`src/rtl/command_word_sequencer_pkg.sv`:
```
// -----------------------------------------------------------------------------
// command_word_sequencer_pkg
// Shared 8259A definitions. It holds the sequencer state encoding (3 bits,
// IDLE=0 .. READY=4), the CPU write classes produced by the decoder, and the
// strobe bundle the sequencer registers.
// -----------------------------------------------------------------------------
package command_word_sequencer_pkg;

   typedef enum logic [2:0] {
      SEQ_IDLE      = 3'd0,
      SEQ_WAIT_ICW2 = 3'd1,
      SEQ_WAIT_ICW3 = 3'd2,
      SEQ_WAIT_ICW4 = 3'd3,
      SEQ_READY     = 3'd4
   } seq_state_e;

   // The decoded class of a CPU write, taken from {A0, D4, D3}.
   typedef enum logic [1:0] {
      WR_ICW1    = 2'd0,
      WR_A0_HIGH = 2'd1,
      WR_OCW2    = 2'd2,
      WR_OCW3    = 2'd3
   } write_class_e;

   typedef struct packed {
      logic icw1;
      logic icw2;
      logic icw3;
      logic icw4;
      logic ocw1;
      logic ocw2;
      logic ocw3;
   } strobe_t;

endpackage

```
`src/rtl/command_word_sequencer_decoder.sv`:
```
// -----------------------------------------------------------------------------
// command_word_decoder
// Purely combinational classifier for a CPU write to the 8259A.
//   address_0   in  A0 of the written word
//   bit4        in  D4 of the written word
//   bit3        in  D3 of the written word
//   write_class out ICW1 / A0-high / OCW2 / OCW3
// Every input combination maps to exactly one class.
// -----------------------------------------------------------------------------
module command_word_decoder
   import command_word_sequencer_pkg::*;
(
   input  logic         address_0,
   input  logic         bit4,
   input  logic         bit3,
   output write_class_e write_class
);

   always_comb begin
      write_class = WR_OCW2;
      if (address_0) begin
         write_class = WR_A0_HIGH;
      end else if (bit4) begin
         write_class = WR_ICW1;
      end else if (bit3) begin
         write_class = WR_OCW3;
      end else begin
         write_class = WR_OCW2;
      end
   end

endmodule

```
`src/rtl/command_word_sequencer.sv`:
```
// -----------------------------------------------------------------------------
// command_word_sequencer
// Tracks the 8259A initialisation sequence (ICW1..ICW4) and then routes the
// operation control words (OCW1..OCW3) once initialised.
//   CASCADE_SUPPORT                    param 0 skips ICW3 regardless of SNGL
//   clock                              in    rising-edge system clock
//   reset_n                            in    asynchronous active-low reset
//   write_enable                       in    one-cycle pulse per CPU write
//   address_0                          in    A0 of the written word
//   internal_data_bus[7:0]             in    data of the written word
//   write_initial_command_word_1..4    out   registered one-cycle ICW strobes
//   write_operation_control_word_1..3  out   registered one-cycle OCW strobes
//   initialization_complete            out   high only in READY
//   sequencer_state[2:0]               out   current state encoding
// -----------------------------------------------------------------------------
module command_word_sequencer
   import command_word_sequencer_pkg::*;
#(
   parameter int unsigned CASCADE_SUPPORT = 1
) (
   input  logic       clock,
   input  logic       reset_n,
   input  logic       write_enable,
   input  logic       address_0,
   input  logic [7:0] internal_data_bus,
   output logic       write_initial_command_word_1,
   output logic       write_initial_command_word_2,
   output logic       write_initial_command_word_3,
   output logic       write_initial_command_word_4,
   output logic       write_operation_control_word_1,
   output logic       write_operation_control_word_2,
   output logic       write_operation_control_word_3,
   output logic       initialization_complete,
   output logic [2:0] sequencer_state
);

   seq_state_e   state_q, state_d;
   logic         sngl_q, sngl_d;
   logic         ic4_q, ic4_d;
   strobe_t      strobe_q, strobe_d;
   write_class_e write_class;

   // Only D4, D3, D1 and D0 matter to the sequencer.
   logic data_unused;
   assign data_unused = ^{internal_data_bus[7:5], internal_data_bus[2]};

   command_word_decoder u_decoder (
      .address_0   (address_0),
      .bit4        (internal_data_bus[4]),
      .bit3        (internal_data_bus[3]),
      .write_class (write_class)
   );

   always_comb begin
      state_d  = state_q;
      sngl_d   = sngl_q;
      ic4_d    = ic4_q;
      strobe_d = '0;

      if (write_enable) begin
         unique case (write_class)
            WR_ICW1: begin
               // ICW1 restarts the sequence from any state.
               strobe_d.icw1 = 1'b1;
               sngl_d        = internal_data_bus[1];
               ic4_d         = internal_data_bus[0];
               state_d       = SEQ_WAIT_ICW2;
            end
            WR_A0_HIGH: begin
               unique case (state_q)
                  SEQ_WAIT_ICW2: begin
                     strobe_d.icw2 = 1'b1;
                     if (!sngl_q && (CASCADE_SUPPORT != 0)) begin
                        state_d = SEQ_WAIT_ICW3;
                     end else if (ic4_q) begin
                        state_d = SEQ_WAIT_ICW4;
                     end else begin
                        state_d = SEQ_READY;
                     end
                  end
                  SEQ_WAIT_ICW3: begin
                     strobe_d.icw3 = 1'b1;
                     state_d       = ic4_q ? SEQ_WAIT_ICW4 : SEQ_READY;
                  end
                  SEQ_WAIT_ICW4: begin
                     strobe_d.icw4 = 1'b1;
                     state_d       = SEQ_READY;
                  end
                  SEQ_READY: begin
                     strobe_d.ocw1 = 1'b1;
                  end
                  default: begin
                     // IDLE: nothing to write until an ICW1 arrives.
                  end
               endcase
            end
            WR_OCW2: begin
               if (state_q == SEQ_READY) begin
                  strobe_d.ocw2 = 1'b1;
               end
            end
            WR_OCW3: begin
               if (state_q == SEQ_READY) begin
                  strobe_d.ocw3 = 1'b1;
               end
            end
            default: begin
            end
         endcase
      end
   end

   always_ff @(posedge clock or negedge reset_n) begin
      if (!reset_n) begin
         state_q  <= SEQ_IDLE;
         sngl_q   <= 1'b1;
         ic4_q    <= 1'b0;
         strobe_q <= '0;
      end else begin
         state_q  <= state_d;
         sngl_q   <= sngl_d;
         ic4_q    <= ic4_d;
         strobe_q <= strobe_d;
      end
   end

   assign write_initial_command_word_1   = strobe_q.icw1;
   assign write_initial_command_word_2   = strobe_q.icw2;
   assign write_initial_command_word_3   = strobe_q.icw3;
   assign write_initial_command_word_4   = strobe_q.icw4;
   assign write_operation_control_word_1 = strobe_q.ocw1;
   assign write_operation_control_word_2 = strobe_q.ocw2;
   assign write_operation_control_word_3 = strobe_q.ocw3;

   // State and the final ICW strobe load on the same edge, so this rises
   // together with that strobe.
   assign initialization_complete = (state_q == SEQ_READY);
   assign sequencer_state         = state_q;

endmodule
```
`config.mk`:
```
export PLATFORM = sky130hd
export DESIGN_NAME = command_word_sequencer
export DESIGN_NICKNAME = d
export VERILOG_FILES = /design/src/rtl/command_word_sequencer_pkg.sv /design/src/rtl/command_word_sequencer_decoder.sv /design/src/rtl/command_word_sequencer.sv
export SDC_FILE = /design/constraint.sdc
export NUM_CORES = 1
export LEC_CHECK = 0
export ABC_AREA = 0
export BUFFER_PORTS_ARGS = -buffer_cell sky130_fd_sc_hd__buf_2
export CORE_MARGIN = 3
export CORE_UTILIZATION = 25
export DETAILED_ROUTE_END_ITERATION = 16
export PLACE_DENSITY = 0.48
export SLEW_MARGIN = 20
export SYNTH_ARGS = -nofsm -noshare
export SYNTH_HDL_FRONTEND = slang
export SYNTH_SLANG_ARGS = --single-unit
```
`constraint.sdc`:
```
create_clock -name clock -period 2.65 [get_ports clock]
set_input_delay 0.1325 -clock clock [delete_from_list [all_inputs] [get_ports clock]]
set_output_delay 0.1325 -clock clock [all_outputs]
set_load 0.05 [all_outputs]
```
==> results of run 1 <==
cells by family after synthesis:
logic type	share of synthesized area, %
muxes	5.53
and+or+nand+nor	24.4
buffers and inverters	4.84
DFF	55.5
AOI/OAI and AO/OA	9.68
layout make-up:
type	count	area, sq um	area share [%]
sequential	12	302	43.6
multi-input combinational	31	215	31.1
timing repair buffer	19	100	14.5
tap	27	33.8	4.88
clock buffer	4	26.3	3.80
inverter	4	15.0	2.17
worst max-delay path, cell delays in order, from the launching register on:
cell	delay (ns)
dfrtp_1	0.45
nor2_1	0.21
nand2_1	0.12
inv_1	0.08
buf_2	0.25
power by group through the flow:
stage,logic (W),clock network [W],registers [W]
after global placement,0.000282,0,0.000265
after CTS,0.000287,0.000121,0.000260
after floorplan,0.000121,0,0.000358
after global routing,0.000306,0.000132,0.000270
final,0.000283,0.000114,0.000261
after detailed placement,0.000284,0,0.000264
per-layer routing:
metal  share of wire, %  wire [microns]
met5                  0               0
met1                 47             493
met2                 47             503
met4                1.6              17
met3                4.2              44
per-stage QoR:
step	hold WS (ns)	util, %	instance area [sq um]	std cells
finish	0.0307	34.6	692	97
global route	0.0167	34.6	692	97
CTS	0.0180	34.6	692	97
detailed placement	0.0249	32.8	656	92
global placement	0.0278	32.8	656	92
floorplan	-0.163	-	543	48
registers in the layout (all words and copies together) (netlist names):
signal,count
write_operation_control_word_1,1
sequencer_state,3
write_operation_control_word_2,1
write_initial_command_word_3,1
sngl_q,1
write_initial_command_word_4,1
write_operation_control_word_3,1
ic4_q,1
write_initial_command_word_1,1
write_initial_command_word_2,1
Yosys cell counts, drive strengths merged:
cell type and n:
nor2b 1, o2bb2ai 1, inv 4, nand2 5, nor3b 1, and3b 1
nand3b 1, a31o 1, nor2 3, a22o 1, dfrtp 11, buf 1
nor4 1, nand3 2, dfstp 1, o22ai 2, a21oi 1, nor4b 1
and3 2, nand2b 3, mux2 2, a21boi 1, or2 1
timing repair:
item,4_1_cts,5_1_grt
hold endpoints to repair,12,0
resized for setup,0,0
hold buffers,1,0
final timing paths:
check                                                    start                                        to  slack [ns]
worst max-delay path            sequencer_state[1]$_DFFE_PN0P_                   initialization_complete        1.15
worst min-delay path                      internal_data_bus[3]  write_operation_control_word_2$_DFF_PN0_        0.03
worst max register to register  sequencer_state[2]$_DFFE_PN0P_            sequencer_state[1]$_DFFE_PN0P_        1.43
worst min register to register  sequencer_state[0]$_DFFE_PN0P_    write_initial_command_word_3$_DFF_PN0_        0.56
max in group asynchronous                              reset_n                        sngl_q$_DFFE_PN1P_        2.11
min in group asynchronous                              reset_n    write_initial_command_word_3$_DFF_PN0_        0.27
==> impl_metrics.json, run 1 <==
{
  "p_leak_nw": 0.380,
  "drt_pass1_iterations": 2,
  "use_met3_pct": 2.85,
  "fill_cells": 223,
  "power.density_mw_per_mm2": 951,
  "hpwl_microns": 805,
  "tightest_slew_ns": 0.259,
  "ant_nets": 0,
  "ir_drop_mv": 0.293,
  "syn_nets": 60,
  "swShare_pct": 44.2,
  "initialDrtViolationCount": 1,
  "critical_path_class": "reg2out",
  "max_freq_mhz": 665,
  "status": "finished, final reports clean",
  "synth_top_area_share_pct": 50.7,
  "antenna_found_initial": 0,
  "grt_max_degree": 13,
  "min_period_ns": 1.50,
  "top_usage_layer": "met2",
  "htreeDepth": 1,
  "rr_worst_depth": 4,
  "cp.required_ns": 2.52,
  "finalPower_w": 0.000658,
  "grt_setup_unrepaired": "no",
  "p_seq_share_pct": 39.6,
  "syn-cell-area_sq_um": 543,
  "hold_violations": 0,
  "area_growth_pct": 27.4,
  "ios": 23,
  "switching_power_w": 0.000291,
  "fin_ws_ns": 1.15,
  "syn_inst": 48,
  "drc": 0,
  "yosysSeqAreaShare_pct": 55.5,
  "via_per_inst": 4.25,
  "clk_pin_slew_ns": 0.07,
  "skew_ns": 0.00625,
  "yosysWarnings": 0,
  "port_buffers": 18,
  "die_y_microns": 52.6,
  "setup_violations": 0,
  "dp_slack_ns": 1.43,
  "core_area_sq_mm": 0.00200,
  "crit_fanout": 8,
  "period_share_pct": 56.8,
  "grt_pass1_vias": 426,
  "avgSynthCellArea_sq_um": 11.3,
  "maxSlewViolCount": 0,
  "initial_core_util_pct": 27.1,
  "numCtsBuffers": 3,
  "crit_path_end_kind": "primary output",
  "wl_microns": 1060,
  "ys_top_cells_by_area": "dfrtp_1 (51%), mux2_4 (5.5%), dfstp_2 (4.8%)",
  "layout_common_cells": "buf_2 (18), dfrtp_1 (11), nand2_1 (5), inv_1 (4)",
  "cap_violations": 0,
  "yosysTopAreaCell": "dfrtp_1",
  "std_cell_rows": 16,
  "clock_latency_ns": 0.26,
  "p_clk_share_pct": 17.3,
  "die_x_microns": 52.6,
  "p_comb_share_pct": 43.1,
  "fin_setup_tns_ns": 0,
  "slew-limit-headroom_pct": 82.6,
  "gp_congestion": 0.713,
  "holdCritPathClass": "in2reg",
  "layout_commonest_cell": "buf_2",
  "ys_seq_elements": 12,
  "wire_per_inst_microns": 10.9,
  "die-area_sq_mm": 0.00277,
  "grt_use_total_pct": 9.18,
  "cts_tree": "yes",
  "drive_above_1_share_pct": 41.4,
  "power.internal_w": 0.000367,
  "root_buffer": "clkbuf_4",
  "synth_cell_types": 25,
  "startpoint_type": "flip-flop",
  "diodes": 0,
  "grt_first_pass_wirelength_microns": 1820,
  "use_met1_pct": 9.88,
  "min_path_cells": 2,
  "gr-usage-met2_pct": 15.1,
  "worstPathArrival_ns": 1.37,
  "cts.sinks": 12,
  "nets": 83,
  "overflow": 0,
  "vias": 412,
  "clockBufferDepth": 2,
  "postCtsSetupRepairBufs": 0
}
(Power assumes the default switching activity.)
==> run 2: changes to the inputs <==
- PLACE_DENSITY: 0.48 -> 0.5
- clock period: 2.65 -> 1.3 ns (I/O delays scaled with it)
==> run 2 against run 1 <==
First-iteration DRC count rose to 3.0 times the previous value; wire length up 8.9%; sequential power up 100%; die area unchanged; global-route usage up 0.39 points; highest routed layer unchanged; utilization up 4.1 points; worst hold slack worse by 0.0072 ns; sequential share of layout area down 4.2 points.
==> impl_metrics.json, run 2 (synthesis gave the netlist of run 1 again) <==
{
  "startpoint_type": "flip-flop",
  "area_growth_pct": 42.6,
  "tightest_slew_ns": 0.279,
  "wire_per_inst_microns": 11.3,
  "grt_pass1_vias": 425,
  "min_period_ns": 1.22,
  "hpwl_microns": 801,
  "cap_violations": 0,
  "diodes": 0,
  "period_share_pct": 94.2,
  "drt_pass1_iterations": 2,
  "cts_tree": "yes",
  "cp.required_ns": 1.24,
  "status": "finished, final reports clean",
  "multi_input_area_sq_um": 231,
  "path_cells": "nor2_4 -> nand2_2 -> clkinvlp_4 -> buf_6",
  "hold_start": "internal_data_bus[1]",
  "worst-path-buf-inv": 2,
  "clk_pin_slew_ns": 0.07,
  "crit_path_end_kind": "primary output",
  "layout_common_cells": "buf_2 (17), dfrtp_1 (8), nand2_1 (4)",
  "gp_congestion": 0.767,
  "cts.sinks": 12,
  "max_freq_mhz": 816,
  "overflow": 0,
  "die-area_sq_mm": 0.00277,
  "p_leak_nw": 0.399,
  "critPathLaunch": "sequencer_state[0]$_DFFE_PN0P_",
  "fill_cells": 207,
  "largest_reg_flops": 3,
  "std_cell_rows": 16,
  "grt_first_pass_wirelength_microns": 1870,
  "skew_ns": 0.000320,
  "drc": 0,
  "grt_setup_unrepaired": "no",
  "core_area_sq_mm": 0.00200,
  "grt_use_total_pct": 9.56,
  "drive_above_1_share_pct": 53.3,
  "finalPower_w": 0.00154,
  "wl_microns": 1150,
  "initialDrtViolationCount": 3,
  "die_y_microns": 52.6,
  "slew-limit-headroom_pct": 81.2,
  "numCtsBuffers": 3,
  "cpPeakStageDelay_ns": 0.43,
  "clock_latency_ns": 0.26,
  "initial_core_util_pct": 27.1,
  "critical_path_class": "reg2out",
  "ios": 23,
  "htreeDepth": 1,
  "crit_fanout": 3,
  "fin_util_pct": 38.7,
  "holdCritPathClass": "in2reg",
  "grt_max_degree": 13,
  "clockBufferDepth": 2,
  "nets": 88,
  "crit_slowest_cell": "dfrtp_2",
  "maxSlewViolCount": 0,
  "critical-path-top-delay-family": "flip-flops",
  "port_buffers": 18,
  "setup_violations": 0,
  "regArea_sq_um": 305,
  "via_per_inst": 4.28,
  "ir_drop_mv": 0.768,
  "ant_nets": 0,
  "worstPathArrival_ns": 1.16,
  "r2r_start": "sequencer_state[2]$_DFFE_PN0P_",
  "hold_violations": 0,
  "root_buffer": "clkbuf_4",
  "reg2reg_slack_ns": 0.08,
  "vias": 437,
  "antenna_found_initial": 0,
  "die_x_microns": 52.6,
  "power.density_mw_per_mm2": 1980,
  "layout_commonest_cell": "buf_2"
}
## run 2: changes by cell type in the layout (fill, tap and decap cells not counted), sizes merged
cell         delta
buf             +3
inv             -1
clkinvlp        +1
dlygate4sd3     +2
## run 2: per-layer routing
layer  GRT usage (%)  wire length [microns]
met2            15.3                    557
met1            10.1                    508
met4            7.66                     17
met5               0                      0
met3            3.13                     69
## run 2: layout make-up
cell class,instances,share of cell area (%)
clock buffers,4,4.68
inverters,4,2.42
multi-input cells,31,29.9
flip-flops and latches,12,39.4
well taps,27,4.36
repair buffers,24,19.2
## run 2: report_power, final
part | switching (W) | leakage, nW | internal [W]
registers | 0.0000692 | 0.153 | 0.000456
logic | 0.000456 | 0.225 | 0.000266
clock network | 0.000119 | 0.0210 | 0.000170
## run 2: path summary, 6_finish.rpt
check                                                    endpoint  cells past startpoint
max                                       initialization_complete                      4
min                                            sngl_q$_DFFE_PN1P_                      2
max reg2reg                        sequencer_state[1]$_DFFE_PN0P_                      4
min reg2reg                                     ic4_q$_DFFE_PN0P_                      1
max in group asynchronous                      sngl_q$_DFFE_PN1P_                      2
min in group asynchronous  write_initial_command_word_2$_DFF_PN0_                      2
## run 2: per-stage QoR
step	hold slack [ns]	TNS, ns	worst slack, ns	instances	cell area, sq um
floorplan	-0.231	-0.0396	-0.0396	48	564
global placement	-0.0419	0	0.0860	92	677
detailed placement	-0.0421	0	0.0943	92	677
CTS	0.0103	0	0.0230	102	768
global route	0.0156	0	0.00951	102	774
finish	0.0235	0	0.0750	102	774
## run 2: what timing repair did
item / 4_1_cts / 5_1_grt
hold endpoints to repair: 14 / 0
hold buffers: 3 / 0
setup endpoints to repair: 1 / 2
resized for setup: 1 / 2
setup buffers: 3 / 0
==> run 3: changes to the inputs <==
--- a/config.mk
+++ b/config.mk
@@ -12,4 +12,5 @@
 export DETAILED_ROUTE_END_ITERATION = 16
 export PLACE_DENSITY = 0.5
+export RECOVER_POWER = 25
 export SLEW_MARGIN = 20
 export SYNTH_ARGS = -nofsm -noshare
==> constraint.sdc (replaced) <==
create_clock -name clock -period 1.3 [get_ports clock]
set_input_delay 0.065 -clock clock [delete_from_list [all_inputs] [get_ports clock]]
set_output_delay 0.065 -clock clock [all_outputs]
set_load 0.02 [all_outputs]
==> run 3 against run 2 <==
Clock power fell by 20%; critical path depth rose by 1; clock-buffer cell count did not move; sequential cell count did not move; total power fell by 19%; critical endpoint is now ic4_q$_DFFE_PN0P_; largest cell class unchanged; largest power group is now sequential cells; highest routed layer unchanged.
==> impl_metrics.json, run 3 (synthesis gave the netlist of run 1 again) <==
{
  "grt_first_pass_wirelength_microns": 1830,
  "initial_core_util_pct": 27.1,
  "postCtsSetupRepairBufs": 0,
  "root_buffer": "clkbuf_4",
  "critPathLaunch": "internal_data_bus[4]",
  "gp_congestion": 0.719,
  "core_area_sq_mm": 0.00200,
  "layout_common_cells": "buf_2 (16), dfrtp_1 (9), nand2_1 (5), inv_1 (4)",
  "status": "finished, final reports clean",
  "die_x_microns": 52.6,
  "grt_setup_unrepaired": "no",
  "diodes": 0,
  "nets": 86,
  "wl_microns": 1110,
  "crit_path_end_kind": "flip-flop",
  "htreeDepth": 1,
  "clk_pin_slew_ns": 0.06,
  "reg2reg_slack_ns": 0.13,
  "overflow": 0,
  "p_leak_nw": 0.392,
  "worstPathArrival_ns": 1.40,
  "antenna_found_initial": 0,
  "fin_hold_ws_ns": 0.0240,
  "numCtsBuffers": 3,
  "fin_area_sq_um": 737,
  "largest_reg_flops": 3,
  "area_growth_pct": 35.7,
  "regArea_sq_um": 304,
  "std_cell_rows": 16,
  "period_share_pct": 95.6,
  "critical_path_class": "in2reg",
  "grt_pass1_vias": 434,
  "die-area_sq_mm": 0.00277,
  "drive_above_1_share_pct": 45.2,
  "hold_violations": 0,
  "clockBufferDepth": 2,
  "wire_per_inst_microns": 11.1,
  "rr_worst_depth": 4,
  "tightest_slew_ns": 0.633,
  "vias": 441,
  "power.density_mw_per_mm2": 1700,
  "hold_end": "ic4_q$_DFFE_PN0P_",
  "grt_max_degree": 13,
  "port_buffers": 18,
  "timing.rr.end": "sequencer_state[1]$_DFFE_PN0P_",
  "hpwl_microns": 794,
  "dpl_cell_area_sq_um": 663,
  "fin_setup_tns_ns": 0,
  "cap_violations": 0,
  "ios": 23,
  "fill_cells": 205,
  "cts_tree": "yes",
  "startpoint_type": "input pin",
  "min_period_ns": 1.24,
  "holdCritPathClass": "in2reg",
  "ir_drop_mv": 0.508,
  "max_freq_mhz": 805,
  "layout_commonest_cell": "buf_2",
  "maxSlewViolCount": 0,
  "hold_start": "internal_data_bus[0]",
  "clock_latency_ns": 0.27,
  "die_y_microns": 52.6,
  "drc": 0,
  "multi_input_area_sq_um": 229,
  "initialDrtViolationCount": 1,
  "setup_violations": 0,
  "cp.required_ns": 1.45,
  "min_path_cells": 2,
  "crit_fanout": 5,
  "via_per_inst": 4.41,
  "slew-limit-headroom_pct": 57.8,
  "skew_ns": 0.00518,
  "drt_pass1_iterations": 2,
  "r2r_start": "sequencer_state[2]$_DFFE_PN0P_",
  "cts.sinks": 12,
  "ant_nets": 0,
  "grt_use_total_pct": 9.19
}
-- run 3: report_power, final --
part | switching (W) | internal [W] | total [W]
Sequential | 0.0000912 | 0.000453 | 0.000544
Clock | 0.000112 | 0.000119 | 0.000231
Combinational | 0.000254 | 0.000221 | 0.000475
Total | 0.000457 | 0.000793 | 0.00125
-- run 3: metal layers --
layer	vias to the layer above	GRT usage (%)	wire (microns)
li1	216	-	-
met1	209	9.57	443
met2	12	16.1	584
met3	4	1.14	50
met4	0	7.66	31
met5	-	0	0
-- run 3: final cells by class --
| type | count | area share (%) |
|---|---|---|
| Tap cell | 27 | 4.58 |
| Sequential cell | 12 | 41.3 |
| Multi-Input combinational cell | 31 | 31.1 |
| Inverter | 4 | 2.04 |
| Timing Repair Buffer | 22 | 17.5 |
| Clock buffer | 4 | 3.57 |
-- run 3: worst max path at each step --
stage                                                     to  slack, ns  cells after the start
floorplan           write_operation_control_word_1$_DFF_PN0_        0.1                      4
finish                                     ic4_q$_DFFE_PN0P_       0.06                      5
global placement              sequencer_state[1]$_DFFE_PN0P_        0.1                      4
global route                         initialization_complete      0.006                      4
CTS                                  initialization_complete      0.008                      4
detailed placement            sequencer_state[1]$_DFFE_PN0P_        0.1                      4
-- run 3: metrics by stage --
| stage | total power (W) | util [%] | worst slack (ns) | cells |
|---|---|---|---|---|
| 2_1_floorplan | 0.000816 | - | 0.0952 | 48 |
| 3_3_place_gp | 0.000967 | 33.1 | 0.0984 | 93 |
| 3_5_place_dp | 0.000972 | 33.1 | 0.0989 | 93 |
| 4_1_cts | 0.00122 | 36.1 | 0.00776 | 100 |
| 5_1_grt | 0.00135 | 36.8 | 0.00616 | 100 |
| 6_report | 0.00125 | 36.8 | 0.0574 | 100 |
-- run 3: what timing repair did --
action                     4_1_cts  5_1_grt
resized for setup                1        5
setup endpoints to repair        1        2
hold buffers                     3        0
hold endpoints to repair        14        0
cloned                           0        0
-- run 3: worst max-delay path: stages --
cell,delay [ns]
dlygate4sd3_1,0.52
buf_2,0.12
inv_1,0.05
or2_1,0.32
mux2_4,0.32
